--- src/rtl/fpu_bist_sequencer.sv ---
// Vector-replay self-test sequencer for fpu16: fetches packed vectors, drives the FPU,
// scores each result as pass/fail/skip and captures the first failure of a run.
module fpu_bist_sequencer #(
  parameter int WIDTH   = 16,
  parameter int DEPTH   = 256,
  parameter int ADDR_W  = $clog2(DEPTH),
  parameter int ADD_LAT = 2,
  parameter int TIMEOUT = 64
) (
  input  logic                 clock,
  input  logic                 resetN,
  input  logic                 go,
  input  logic [ADDR_W:0]      numVectors,
  input  logic                 stopOnFail,
  output logic [ADDR_W-1:0]    vecAddr,
  input  logic [3*WIDTH+1:0]   vecData,
  output logic [WIDTH-1:0]     fpuIn1,
  output logic [WIDTH-1:0]     fpuIn2,
  output logic [1:0]           op,
  output logic                 start,
  input  logic [WIDTH-1:0]     fpuOut,
  input  logic                 mulDone,
  input  logic [4:0]           statusFlags,
  output logic                 busy,
  output logic                 done,
  output logic [ADDR_W:0]      passCount,
  output logic [ADDR_W:0]      failCount,
  output logic [ADDR_W:0]      skipCount,
  output logic                 firstFailValid,
  output logic [ADDR_W-1:0]    firstFailIdx,
  output logic [WIDTH-1:0]     firstFailGot,
  output logic                 timeoutErr
);
  localparam int CNT_W  = ADDR_W + 1;
  localparam int WMAX   = (TIMEOUT > ADD_LAT) ? TIMEOUT : ADD_LAT;
  localparam int WAIT_W = $clog2(WMAX + 1);

  typedef enum logic [2:0] {S_IDLE, S_FETCH, S_ISSUE, S_WAIT, S_CHECK, S_DONE} state_t;

  state_t              state;
  logic [ADDR_W-1:0]   index;
  logic [CNT_W-1:0]    num_reg;
  logic                stop_reg;
  logic [WIDTH-1:0]    exp_reg;
  logic                forced;
  logic                tmo_vec;
  logic [WAIT_W-1:0]   wait_cnt;

  logic [WIDTH-1:0]    vec_in1, vec_in2, vec_exp;
  logic [1:0]          vec_op;
  logic [CNT_W-1:0]    num_clamped;
  logic                is_pass, is_skip, is_fail, is_last;
  logic                unused_flags;

  assign vec_in1 = vecData[3*WIDTH+1 -: WIDTH];
  assign vec_in2 = vecData[2*WIDTH+1 -: WIDTH];
  assign vec_op  = vecData[WIDTH+1 -: 2];
  assign vec_exp = vecData[WIDTH-1:0];

  assign num_clamped = (numVectors > CNT_W'(DEPTH)) ? CNT_W'(DEPTH) : numVectors;

  // Exactly one of pass/skip/fail holds in CHECK; NV only excuses an unforced mismatch.
  assign is_pass = !forced && (fpuOut == exp_reg);
  assign is_skip = !forced && !is_pass && statusFlags[4];
  assign is_fail = !is_pass && !is_skip;
  assign is_last = ({1'b0, index} == num_reg - CNT_W'(1));

  assign unused_flags = ^statusFlags[3:0];

  always_ff @(posedge clock or negedge resetN) begin
    if (!resetN) begin
      state          <= S_IDLE;
      index          <= '0;
      num_reg        <= '0;
      stop_reg       <= 1'b0;
      exp_reg        <= '0;
      forced         <= 1'b0;
      tmo_vec        <= 1'b0;
      wait_cnt       <= '0;
      vecAddr        <= '0;
      fpuIn1         <= '0;
      fpuIn2         <= '0;
      op             <= '0;
      start          <= 1'b0;
      busy           <= 1'b0;
      done           <= 1'b0;
      passCount      <= '0;
      failCount      <= '0;
      skipCount      <= '0;
      firstFailValid <= 1'b0;
      firstFailIdx   <= '0;
      firstFailGot   <= '0;
      timeoutErr     <= 1'b0;
    end else begin
      done  <= 1'b0;
      start <= 1'b0;
      case (state)
        S_IDLE: begin
          if (go) begin
            busy           <= 1'b1;
            passCount      <= '0;
            failCount      <= '0;
            skipCount      <= '0;
            firstFailValid <= 1'b0;
            firstFailIdx   <= '0;
            firstFailGot   <= '0;
            timeoutErr     <= 1'b0;
            stop_reg       <= stopOnFail;
            num_reg        <= num_clamped;
            index          <= '0;
            vecAddr        <= '0;
            // An empty run spends one extra DONE cycle before pulsing done.
            state          <= (numVectors == '0) ? S_DONE : S_FETCH;
          end
        end
        S_FETCH: state <= S_ISSUE;
        S_ISSUE: begin
          fpuIn1   <= vec_in1;
          fpuIn2   <= vec_in2;
          op       <= vec_op;
          exp_reg  <= vec_exp;
          wait_cnt <= '0;
          tmo_vec  <= 1'b0;
          if (vec_op == 2'd3) begin
            forced <= 1'b1;
            state  <= S_CHECK;
          end else begin
            forced <= 1'b0;
            start  <= (vec_op == 2'd2);
            state  <= S_WAIT;
          end
        end
        S_WAIT: begin
          if (op == 2'd2) begin
            if (mulDone) begin
              state <= S_CHECK;
            end else if (wait_cnt == WAIT_W'(TIMEOUT - 1)) begin
              timeoutErr <= 1'b1;
              forced     <= 1'b1;
              tmo_vec    <= 1'b1;
              state      <= S_CHECK;
            end else begin
              wait_cnt <= wait_cnt + WAIT_W'(1);
            end
          end else if (wait_cnt == WAIT_W'(ADD_LAT - 1)) begin
            state <= S_CHECK;
          end else begin
            wait_cnt <= wait_cnt + WAIT_W'(1);
          end
        end
        S_CHECK: begin
          if (is_pass) passCount <= passCount + CNT_W'(1);
          if (is_skip) skipCount <= skipCount + CNT_W'(1);
          if (is_fail) begin
            failCount <= failCount + CNT_W'(1);
            if (!firstFailValid) begin
              firstFailValid <= 1'b1;
              firstFailIdx   <= index;
              firstFailGot   <= tmo_vec ? '0 : fpuOut;
            end
          end
          if (is_last || (is_fail && stop_reg)) begin
            done  <= 1'b1;
            state <= S_DONE;
          end else begin
            index   <= index + ADDR_W'(1);
            vecAddr <= index + ADDR_W'(1);
            state   <= S_FETCH;
          end
        end
        S_DONE: begin
          if (!done) begin
            done <= 1'b1;
          end else begin
            busy  <= 1'b0;
            state <= S_IDLE;
          end
        end
        default: state <= S_IDLE;
      endcase
    end
  end
endmodule

--- config.mk ---
export PLATFORM = sky130hd
export DESIGN_NAME = fpu_bist_sequencer
export DESIGN_NICKNAME = d
export VERILOG_FILES = /design/src/rtl/fpu_bist_sequencer.sv
export SDC_FILE = /design/constraint.sdc
export NUM_CORES = 1
export LEC_CHECK = 0
export BUFFER_PORTS_ARGS = -buffer_cell sky130_fd_sc_hd__buf_2
export CAP_MARGIN = 20
export CORE_ASPECT_RATIO = 1.4
export CORE_MARGIN = 2
export CORE_UTILIZATION = 30
export CTS_BUF_LIST = sky130_fd_sc_hd__clkbuf_16
export CTS_CLUSTER_SIZE = 8
export DETAILED_ROUTE_END_ITERATION = 12
export MAX_ROUTING_LAYER = met4
export PLACE_DENSITY_LB_ADDON = 0.3
export REMOVE_ABC_BUFFERS = 1
export SKIP_LAST_GASP = 1
export SLEW_MARGIN = 20
export SYNTH_ARGS = -nofsm -noshare
export SYNTH_HDL_FRONTEND = slang
export SYNTH_SLANG_ARGS = --single-unit
export TNS_END_PERCENT = 100
--- constraint.sdc ---
create_clock -name clock -period 3.8 [get_ports clock]
set_clock_uncertainty 0.2 [all_clocks]
set_input_delay 0.95 -clock clock [delete_from_list [all_inputs] [get_ports clock]]
set_output_delay 0.95 -clock clock [all_outputs]
set_load 0.05 [all_outputs]
* After elaboration in Yosys (flattened, before gate mapping) *
Index checks and enable logic that the tools add are counted.

word-level totals
  flip-flop bits (word level) = 136
  output and inout bits = 98
  word-level logic and storage cells = 133

operators by class
  add/sub/neg operators = 6
  order comparisons = 1
  equality and inequality tests = 27
  muxes and demuxes = 52
  reductions and logical operators = 26

operators by type and width
  operator                                               number
  2-to-1 mux 16 bit                                      4
  one-hot mux 9 bit (2 select lines)                     3
  2-to-1 mux 9 bit                                       5
  2-to-1 mux 8 bit                                       4
  one-hot mux 16 bit (2 select lines)                    1
  one-hot mux 8 bit (2 select lines)                     2
  2-to-1 mux 7 bit                                       4
  adder 9 x 1 -> 9 bit (second input constant)           3
  2-to-1 mux 3 bit                                       9
  inequality test 2 bit (second input constant)          10
  one-hot mux 3 bit (6 select lines)                     1
  == test 16 bit                                         1
  AND reduction 4 bit                                    4
  AND reduction 3 bit                                    5
  one-hot mux 7 bit (2 select lines)                     1
  2-to-1 mux 1 bit                                       12
  inequality test 3 bit (second input constant)          4
  one-hot mux 1 bit (2 select lines)                     6
  == test 8 x 9 -> 1 bit                                 1
  greater-than comparator 9 bit (second input constant)  1
  logical NOT 9 bit                                      1
  subtractor 9 x 1 -> 9 bit (second input constant)      1
  adder 8 x 1 -> 8 bit (second input constant)           1
  nonzero test 2 bit                                     4
  14 further kinds                                       24

* Logic depth before layout (Yosys ltp) *
Gate-level depths: netlist of the first run.

  depth in word-level cells = 11
  mapped depth = 10

* Worst setup path before layout of the first run *
OpenSTA, ideal clock, no wires.

  path kind = input -> register
  start point = in fpuOut[9]
  end point = reg index[6]
  data arrival time = 2.776 ns
  required time = 3.525 ns
  slack = 0.749 ns
  stages on the path = 7
  cells stage by stage = xnor2_1 -> nand4_1 -> or4_1 -> a311oi_1 -> o21ai_2 -> or4_1 -> a21oi_2

between the ends
  longest elaborated chain between the ends = 11

RTL lines
  element                                     RTL line  source
  start: declaration                          21        input logic [WIDTH-1:0] fpuOut,
  == test 16 bit (*)                          63        assign is_pass = !forced && (fpuOut == exp_reg);
  logical AND 1 bit (*)                       63
  logical NOT 1 bit (*)                       64, 65
  logical AND 1 bit (2 in series)             64        assign is_skip = !forced && !is_pass && statusFlags[4];
  logical NOT 1 bit                           65        assign is_fail = !is_pass && !is_skip;
  logical AND 1 bit (*)                       65
  logical AND 1 bit (*)                       162       if (is_last || (is_fail && stop_reg)) begin
  logical OR 1 bit (*)                        162
  inequality test 2 bit (no source line) (*)  n/a
  AND reduction 3 bit (no source line) (*)    n/a
  end signal: assignment                      166       index <= index + ADDR_W'(1);
  end: declaration                            41        logic [ADDR_W-1:0] index;

Every way passes the cells marked *; elsewhere a longest branch is shown, timed or not.
A chain may end at the register's enable or synchronous reset.

* Worst setup path after layout of the first run *
  start point = reg num_reg[0]
  end point = reg index[4]

between the ends
  longest elaborated chain between the ends = 5

RTL lines
  element                                 RTL line  source
  start: declaration                      42        logic [CNT_W-1:0] num_reg;
  start signal: assignment                109       num_reg <= num_clamped;
  subtractor 9 x 1 -> 9 bit               66        assign is_last = ({1'b0, index} == num_reg - CNT_W'(1));
  == test 8 x 9 -> 1 bit                  66
  logical OR 1 bit                        162
  inequality test 2 bit (no source line)  n/a
  AND reduction 3 bit (no source line)    n/a

Every way passes these cells.

==> results of run 1 <==
[final cells by class]
class / instances / area [sq um]
clock inverter: 15 / 178
sequential: 136 / 3400
inverter: 14 / 52.6
multi-input combinational: 424 / 2750
clock buffer: 17 / 425
tap: 256 / 320
timing repair buffer: 194 / 1040
fill: 2083 / 12400
[where the power goes]
part | internal [mW] | switching [mW]
clock network | 1.04 | 0.673
registers | 1.88 | 0.372
logic | 0.949 | 1.77
[critical path: cells and delay by family (launching register included)]
family,cells,cell delay (ps)
flip-flops,1,430
AO/OA/AOI/OAI,5,1310
buffers and inverters,2,300
AND/OR/NAND/NOR,2,900
adder cells (fa/ha/maj),1,190
[final timing paths]
| check | cells past startpoint | to |
|---|---|---|
| max | 10 | index[4] |
| min | 2 | firstFailGot[6] |
| max reg2reg | 10 | index[4] |
| min reg2reg | 2 | firstFailGot[6] |
| max in group asynchronous | 2 | firstFailGot[1] |
| min in group asynchronous | 1 | fpuIn2[1] |
[synthesized netlist by cell type (all sizes together) (3+ instances only)]
cell type	count	area share, %
a21oi	18	1.6
a22o	11	1.5
a31oi	3	0.30
and2	3	0.30
and3	7	0.69
buf	7	0.57
clkbuf	21	1.2
dfrtp	136	54
ha	7	1.4
inv	14	0.83
mux2	50	8.9
nand2	78	4.6
nand2b	13	1.3
nand3	16	1.3
nand3b	6	0.71
nand4	11	1.1
nor2	42	2.5
nor3	6	0.48
nor3b	5	0.59
nor4	9	0.89
o211ai	4	0.48
o21ai	57	4.6
o31ai	3	0.52
or2	6	0.59
or3	9	0.89
or4	7	0.83
xnor2	28	3.9
xor2	9	1.2
[logic make-up (layout without fill, tap and decap cells)]
logic type / count (synthesis) / after routing
AND/OR/NAND/NOR: 223 / 223
flip-flops: 136 / 136
AO/OA/AOI/OAI: 107 / 107
multiplexers: 50 / 50
buffers and inverters: 42 / 240
XOR/XNOR: 37 / 37
adder cells (fa/ha/maj): 7 / 7
[routing by layer]
| layer | up-vias | GRT usage (%) | part of all wire, % | wire [um] |
|---|---|---|---|---|
| met2 | 143 | 24.3 | 49 | 7790 |
| met3 | 21 | 3.75 | 4.9 | 775 |
| met1 | 2517 | 18.1 | 44 | 7060 |
| met4 | 0 | 5.49 | 2.2 | 345 |
| li1 | 2483 | - | - | - |
| met5 | - | - | 0 | 0 |
==> metrics.cfg, run 1 <==
[run_status]
outcome=finished, final reports clean

[clocking]
cts_sinks=136
cts_tree=built
htreeDepth=4
cts.reportedPaths.clkPinSlew_ps=60
clk_latency_ps=410
cts_hold_buf=0
cts_buffers=17
root_buffer=clkbuf_16
post_cts_buffers=0
cts_resized=0
clock_path_buffers=2

[place]
place_congestion=0.756
place_inst=1024
dpl_worst_slack_ps=348
port_buffers=178
placed_area_sq_um=7570
dp_hpwl_mm=11.6

[route]
viasPerCell=4.89
routedWlPerCell_um=15.1
drc=0
via_count=5164
drt-total-wl_mm=16.0
drt_iter0_markers=143
drtAntennaViolNets=0
dr.pass1.iters=5

[sta]
clock.fmax_ghz=0.293
setup_ws_ps=389
setup_tns_ps=0
slew_violations=0
finalCritPeriodShare_pct=89.8
holdWs_ps=275
rsz0062_at_grt=false
min_period_ps=3410
slew_headroom_pct=45.4
finalHoldViolCount=0
finalSetupViolCount=0
worst_slew_pin_slew_ps=816

[grt]
grt_max_degree=57
overflow=0
grt_pass1_vias=5199
grt_pass1_wl_mm=25.9
track_usage_pct=15.0
antenna_found_initial=0

[flow_run]
maxCapViolations=0

[final_layout]
drive_above_1_share_pct=36.1
final_cells=1056
fin_area_sq_um=8170
layout_common_cells=buf_2, dfrtp_1, nand2_1
nets=879
antenna_cells=0
layout_commonest_cell=buf_2
postLayoutCoreUtil_pct=39.8
area_growth_pct=29.4

[critical_path]
timing.rr.start=num_reg[0]
end_kind=flop
worst_ep_required_time_ps=3930
worst-setup-path-type=reg2reg
critical_path.max_stage_delay_ps=480
crit_path_top_delay_cell=or4_1
cp-startpoint=num_reg[0]
cp.arrival_ps=3540
cp_max_fo=11
crit_path_start_kind=flop
path_cells=inv_1 > ha_1 > or3b_4 > or4_1 > a211o_1 > a311o_1 > o21ai_2 > buf_4 > o21ai_0 > a21oi_1
rrSetupSlack_ps=390

[logic_synthesis]
synth-xor-area-share_pct=5.13
avgSynthCellArea_sq_um=10.5
synth_top_family_by_area=simple AND/OR/NAND/NOR gates
yosysWarningCount=0
yosys.area_share.simple_pct=17.4
synth_compound_area_share_pct=10.6
synthFlopType=dfrtp_1
netlist-cell-type-count=47
ys_seq_area_share_pct=53.9
netlist_instances=602
synth_edf_count=0
async_reset_ff_share_pct=100
netlist_area_sq_um=6310
synth-seq-cells=136
synthAdderAreaFrac_pct=1.39
muxShareOfSynthArea_pct=8.92

[floorplanning]
core-area_sq_um=20600
ios=183
initial_utilization_pct=30.7
placementRows=62
die-area_sq_um=22200
dieHeight_um=176
die_w_um=127

[min_path]
hold_class=reg2reg
min_from=firstFailGot[6]

[power]
leakagePower_nw=3.86
power_density_nw_per_um2=817
p_total_mw=6.68
ir_drop_mv=0.479

(Power assumes the default switching activity.)
==> inputs of run 2 (changes only) <==
Settings changed: CORE_UTILIZATION 30 to 52.
==> metrics.cfg, run 2 (synthesis results as in run 1) <==
[grt]
grt_pass1_wl_mm=25.7  ; -0.93%
track_usage_pct=25.0  ; +10 points
grt_max_degree=89  ; +56%
antenna_found_initial=0  ; unchanged
overflow=0  ; unchanged
grt_pass1_vias=5423  ; +4.3%

[floorplanning]
initial_utilization_pct=53.4  ; +23 points
dieHeight_um=134  ; -23%
die-area_sq_um=13100  ; -41%
ios=183  ; unchanged
placementRows=47  ; -24%
die_w_um=97.1  ; -23%
core-area_sq_um=11800  ; -43%

[clocking]
cts_hold_buf=0  ; unchanged
cts_sinks=136  ; unchanged
clock_path_buffers=2  ; unchanged
htreeDepth=4  ; unchanged
cts.reportedPaths.clkPinSlew_ps=60  ; about the same
post_cts_buffers=0  ; unchanged
cts_resized=0  ; unchanged
cts_tree=built
cts_buffers=17  ; unchanged
root_buffer=clkbuf_16
clk_latency_ps=420  ; about the same

[sta]
min_period_ps=3370  ; -36.5 ps
slew_violations=0  ; unchanged
rsz0062_at_grt=false
slew_headroom_pct=41.3  ; -4.1 points
clock.fmax_ghz=0.296  ; +1.1%
worst_slew_pin_slew_ps=877  ; +61.3 ps
finalSetupViolCount=0  ; unchanged
finalHoldViolCount=0  ; unchanged
finalCritPeriodShare_pct=88.8  ; -0.96 points

[route]
drt_iter0_markers=211  ; +48%
dr.pass1.iters=5  ; unchanged
via_count=5200  ; +0.70%
viasPerCell=5.53  ; +13%
drt-total-wl_mm=15.2  ; -4.7%
drc=0  ; unchanged
routedWlPerCell_um=16.2  ; +7.0%
drtAntennaViolNets=0  ; unchanged

[power]
p_int_mw=3.67  ; -5.1%
leakagePower_nw=3.80  ; -1.5%
p_sw_mw=2.82  ; +0.36%
combPwrFrac_pct=41.9  ; +1.3 points
p_sw_share_pct=43.4  ; +1.4 points
p_total_mw=6.49  ; -2.8%
power_density_nw_per_um2=819  ; +0.18%
ir_drop_mv=0.693  ; +45%
seqPwrFrac_pct=34.8  ; +1.0 points
pwr-share-clk_pct=23.3  ; -2.3 points

[critical_path]
path_cells=inv_1 > ha_1 > or3b_4 > or4_1 > a211o_1 > a311o_1 > o21ai_2 > buf_4 > o211ai_1 > o31ai_1
crit_path_start_kind=flop
cp.arrival_ps=3490  ; -50 ps
worst_ep_required_time_ps=3910  ; -20 ps
cp.buffers_inverters=2  ; unchanged
cp_max_fo=11  ; unchanged
worst-setup-path-type=reg2reg
critical_path.max_stage_delay_ps=490  ; about the same
crit_path_top_delay_cell=or4_1
end_kind=flop
crit_family=compound AO/OA/AOI/OAI gates

[flow_run]
maxCapViolations=0  ; unchanged

[final_layout]
seq_area_sq_um=3400  ; unchanged
drive_above_1_share_pct=35.9  ; -0.23 points
postLayoutCoreUtil_pct=67.1  ; +27 points
multi_input_area_sq_um=2750  ; unchanged
fin_area_sq_um=7930  ; -3.0%
layout_common_cells=buf_2, dfrtp_1, nand2_1
fillers=892  ; -57%
area_growth_pct=25.6
layout_commonest_cell=buf_2
nets=873  ; -0.68%
antenna_cells=0  ; unchanged
final_cells=941  ; -11%

[min_path]
hold_class=reg2reg

[place]
dp_hpwl_mm=11.1  ; -4.3%
place_inst=909  ; -11%
placed_area_sq_um=7390  ; -2.4%
port_buffers=178  ; unchanged
place_congestion=0.876  ; +16%

[run_status]
outcome=finished, final reports clean

## run 2: changes by cell type in the layout (fill, tap and decap cells not counted), sizes merged
cell / delta
buf: -6
bufinv: -3
clkinvlp: +1
inv: +2
## run 2: layout make-up
class	instances	share of cell area [%]
clock buffer	17	5.36
inverter	14	0.663
multi-input combinational	424	34.7
tap	147	2.32
timing repair buffer	188	12.6
clock inverter	15	1.48
sequential	136	42.9
## run 2: final timing paths
check | depth (start not counted) | endpoint | slack [ps] | from
min reg2reg | 2 | firstFailGot[3] | 270 | firstFailGot[3]
min in group asynchronous | 1 | num_reg[1] | 410 | resetN
max | 10 | index[2] | 430 | num_reg[0]
max in group asynchronous | 2 | firstFailGot[7] | 2220 | resetN
min | 2 | firstFailGot[3] | 270 | firstFailGot[3]
max reg2reg | 10 | index[2] | 430 | num_reg[0]
## run 2: metrics by stage
stage               hold slack (ps)  TNS (ps)  setup WS [ps]
floorplan                       267     -3680          -73.7
global placement                258         0            211
detailed placement              265         0            146
CTS                             277         0            430
global route                    318         0            288
finish                          273         0            425
## run 2: metal layers
layer	vias to the layer above	share of wire [%]	GRT usage, %
li1	2469	-	-
met1	2537	41	29.3
met2	171	52	43.0
met3	23	5.2	5.32
met4	0	1.6	8.22
met5	-	0	-
## run 2: power groups by stage
stage               Clock, mW  Combinational [mW]  Sequential, mW
floorplan                   0                1.17            3.10
global placement            0                2.66            2.25
detailed placement          0                2.74            2.27
CTS                      1.54                2.74            2.26
global route             1.60                2.93            2.33
finish                   1.51                2.72            2.26
## run 2: worst reg2reg max path, cell delays in order (launching register included)
cell,delay [ps]
dfrtp_1,420
inv_1,80
ha_1,200
or3b_4,420
or4_1,490
a211o_1,300
a311o_1,380
o21ai_2,390
buf_4,220
o211ai_1,90
o31ai_1,100
